--- src/rtl/ff_conv_pkg.sv ---
// Shared constants for the flip-flop conversion counters: default width
// and the direction encoding used on the up input.
package ff_conv_pkg;

    localparam int   WIDTH_DEFAULT = 4;
    localparam logic DIR_UP        = 1'b1;
    localparam logic DIR_DOWN      = 1'b0;

endpackage

--- src/rtl/tff_from_dff.sv ---
// T flip-flop built from a D flip-flop: D = t ^ q, synchronous active-high
// reset clears the stored bit.
module tff_from_dff (
    input  logic t,
    input  logic clk,
    input  logic reset,
    output logic q
);

    always_ff @(posedge clk) begin
        if (reset) begin
            q <= 1'b0;
        end else begin
            q <= t ^ q;
        end
    end

endmodule

--- src/rtl/t_using_d_counter.sv ---
// Up/down counter with parallel load whose state lives entirely in T flip-flops.
// Define T_USING_D_COUNTER_SAT_EN to saturate at the terminal count instead of wrapping.
module t_using_d_counter
    import ff_conv_pkg::*;
#(
    parameter int WIDTH = WIDTH_DEFAULT
) (
    input  logic             clk,
    input  logic             reset,
    input  logic             en,
    input  logic             up,
    input  logic             load,
    input  logic [WIDTH-1:0] load_val,
    output logic [WIDTH-1:0] q,
    output logic             tc,
    output logic             wrap
);

    logic [WIDTH-1:0] t;
    logic             wrap_next;

    assign tc = (up == DIR_UP) ? (&q) : ~(|q);

    // Each T bit toggles when every lower bit is at its terminal value for the
    // current direction; a running carry gives the prefix AND without slicing.
    always_comb begin
        logic carry;
        t         = '0;
        wrap_next = 1'b0;
        carry     = 1'b1;
        if (load) begin
            t = load_val ^ q;
        end else if (en) begin
`ifdef T_USING_D_COUNTER_SAT_EN
            if (!tc) begin
                for (int i = 0; i < WIDTH; i++) begin
                    t[i]  = carry;
                    carry = carry & ((up == DIR_UP) ? q[i] : ~q[i]);
                end
            end
`else
            for (int i = 0; i < WIDTH; i++) begin
                t[i]  = carry;
                carry = carry & ((up == DIR_UP) ? q[i] : ~q[i]);
            end
            // Stepping while at the terminal count is exactly a boundary crossing.
            wrap_next = tc;
`endif
        end
    end

    for (genvar i = 0; i < WIDTH; i++) begin : g_bit
        tff_from_dff u_tff (
            .t     (t[i]),
            .clk   (clk),
            .reset (reset),
            .q     (q[i])
        );
    end

    always_ff @(posedge clk) begin
        if (reset) begin
            wrap <= 1'b0;
        end else begin
            wrap <= wrap_next;
        end
    end

endmodule
--- config.mk ---
export PLATFORM = sky130hd
export DESIGN_NAME = t_using_d_counter
export DESIGN_NICKNAME = d
export VERILOG_FILES = /design/src/rtl/ff_conv_pkg.sv /design/src/rtl/tff_from_dff.sv /design/src/rtl/t_using_d_counter.sv
export SDC_FILE = /design/constraint.sdc
export NUM_CORES = 1
export LEC_CHECK = 0
export CAP_MARGIN = 10
export CELL_PAD_IN_SITES_DETAIL_PLACEMENT = 1
export CELL_PAD_IN_SITES_GLOBAL_PLACEMENT = 1
export CORE_MARGIN = 1.5
export CORE_UTILIZATION = 24
export CTS_CLUSTER_SIZE = 25
export DETAILED_ROUTE_END_ITERATION = 12
export PLACE_DENSITY = 0.73
export SLEW_MARGIN = 20
export SYNTH_ARGS = -nofsm -noshare
export SYNTH_HDL_FRONTEND = slang
export SYNTH_SLANG_ARGS = --single-unit
--- constraint.sdc ---
create_clock -name clk -period 1.3 [get_ports clk]
set_input_delay 0.13 -clock clk [delete_from_list [all_inputs] [get_ports clk]]
set_output_delay 0.13 -clock clk [all_outputs]
set_load 0.03 [all_outputs]
==> run metrics <==
status finished with violations; failing checks setup timing; global-route wire length before repair 1.56 mm; Die X 40.8 um; share of layout cells above drive strength 1 42.0%; Area growth syn-to-layout 86.1%; Overall Power 574 uW; Ports 15; Clock Skew 0.00311 ns; DRT Pass-1 Iters 4; post-route cell area 638 um2; htree depth 1; portion of netlist area occupied by mux cells 6.57%; Max-Cap Viols 0; Syn Inst Count 39; max-slew violation count 0; CP max FO 3; simple-gate share of the synthesized area 32.5%; Clock transition at path regs 0.04 ns; Sink Count 5; crit end category output pin; fin nets between 70 and 80; Detail Route Antenna Nets 0; Final setup viols 3; Startpoint Class flip-flop; RSZ-0062 raised after global routing true; combinational family with the most area after synthesis simple AND/OR/NAND/NOR gates; xor/xnor share of the synthesized area 5.11%; Synth Warn # 0; PD cells 899 nW/um2; Cell variety after synth 24; CTS Buf Count 3; wire length per cell 12.2 um; clock buffer depth 2; core footprint between 1000 and 1500 um2; Synth Area in Compound Gates 16.8%; initial antenna violation count 0; Synth Area in Adders 0%; Synth Register Bits 5; FP Rows 13; vias in the first global route approximately 360; Pleak 0.000285 uW; Global Route Usage Sum 15.2%; final hold viol count 0; Tmin final between 1.5 and 2 ns; most frequent cells in the layout buf_4, clkdlybuf4s50_1, dlygate4sd2_1; DR vias/cell 4.71; Tightest Pin Transition 0.303 ns; Post-Syn Nets 48; hold crit path type in -> reg; post-synthesis sequential area ratio 29.2%; largest net degree at the start of global routing 8; commonest non-fill, non-tap cell in the layout buf_4; dpl cell area roughly 540 um2; Die Area approximately 1700 um2; crit path kind reg -> out; DR vias 396; DRC violations left 0; CTS tree yes; GP Congestion 0.682; syn avg cell area ~9 um2; # diodes 0; Starting Density around a quarter; final worst setup slack -0.244 ns; root buffer cell clkbuf_4; DRT Wirelength 1.02 mm; Port Buffer Count 14; GRT overflow 0; Crit path arrival time 1.41 ns; Mapped Area 343 um2; fmax 648 MHz; DP HPWL approximately 700 um; die height 40.8 um; fin crit share 119%; worst skew pair latency 0.25 ns; maximum vdd drop 0.485 mV; WP data required around 1.2 ns; Slew headroom 79.9%; Iter 0 DRT Violations 7
[logic make-up (layout without fill, tap and decap cells)]
kind of cell	count (synthesis)	in the layout
buffers and inverters	5	35
muxes	1	1
AOI/OAI and AO/OA	7	7
xor gates and xnor gates	2	2
and+or+nand+nor	19	19
DFF	5	5
[state kept, by name, indices dropped and copies added (netlist names)]
name,cells
wrap,1
g_bit.u_tff.q,4
[repair_timing]
action / in CTS / in global routing
resized for setup: 10 / 6
buffers inserted: 3 / 4
setup endpoints to repair: 7 / 4
hold buffers: 0 / 0
pin swaps: 3 / 0
[metal layers]
layer	wire length (um)	vias up	share of wire, %	GRT usage (%)
li1	-	202	-	-
met1	433	174	42	18.1
met2	498	18	49	23.0
met3	81	2	7.9	8.15
met4	8	0	0.78	5.00
met5	0	-	0	0
[synth_stat cells (all sizes together)]
| master | n | area share [%] |
|---|---|---|
| dfxtp | 5 | 29 |
| buf | 4 | 8.8 |
| nand2 | 4 | 4.4 |
| nor2 | 4 | 4.4 |
| a21oi | 2 | 2.9 |
| and3 | 2 | 4.0 |
| nand4 | 2 | 3.6 |
| a2111oi | 1 | 4.4 |
| a32oi | 1 | 2.6 |
| and2 | 1 | 1.8 |
| inv | 1 | 1.1 |
| mux2i | 1 | 6.6 |
| nand3b | 1 | 2.2 |
| nand4b | 1 | 2.6 |
| nor2b | 1 | 1.8 |
| nor3 | 1 | 1.5 |
| o2111a | 1 | 3.3 |
| o211ai | 1 | 2.2 |
| o21ai | 1 | 1.5 |
| or4 | 1 | 3.3 |
| or4b | 1 | 2.9 |
| xnor2 | 1 | 2.6 |
| xor2 | 1 | 2.6 |
[per-stage QoR]
stage / TNS, ns / setup slack (ns) / std cells / hold slack (ns) / utilization (%)
floorplan: -0.134 / -0.130 / 39 / 0.192 / -
global placement: -0.821 / -0.264 / 73 / 0.545 / 40.8
detailed placement: -0.853 / -0.274 / 73 / 0.550 / 40.8
CTS: -0.379 / -0.252 / 80 / 0.429 / 44.4
global route: -0.611 / -0.286 / 84 / 0.460 / 48.4
finish: -0.465 / -0.244 / 84 / 0.432 / 48.4
[critical path, stage by stage (launching register included)]
cell     delay (ns)
dfxtp_2        0.32
or4_4          0.53
mux2i_4        0.17
buf_6          0.15
[layout make-up]
cell class	count	area, um2
multi-input cells	29	234
well taps	15	18.8
inverters	1	3.75
repair buffers	30	250
flip-flops and latches	5	105
clock buffers	4	26.3
fillers	169	679
[path summary, 6_finish.rpt]
check | startpoint | endpoint | slack, ns | cells past startpoint
worst max register to register | g_bit[0].u_tff.q | g_bit[3].u_tff.q | -0.13 | 5
worst max-delay path | g_bit[0].u_tff.q | tc | -0.24 | 3
worst min register to register | g_bit[1].u_tff.q | g_bit[1].u_tff.q | 0.63 | 3
worst min-delay path | load_val[0] | g_bit[0].u_tff.q | 0.43 | 3
[report_power, final]
group          internal (uW)  switching, uW
Clock                    116           69.8
Sequential               166           9.92
Combinational            114           97.0
Note: power is estimated with default switching activity, not from simulation.
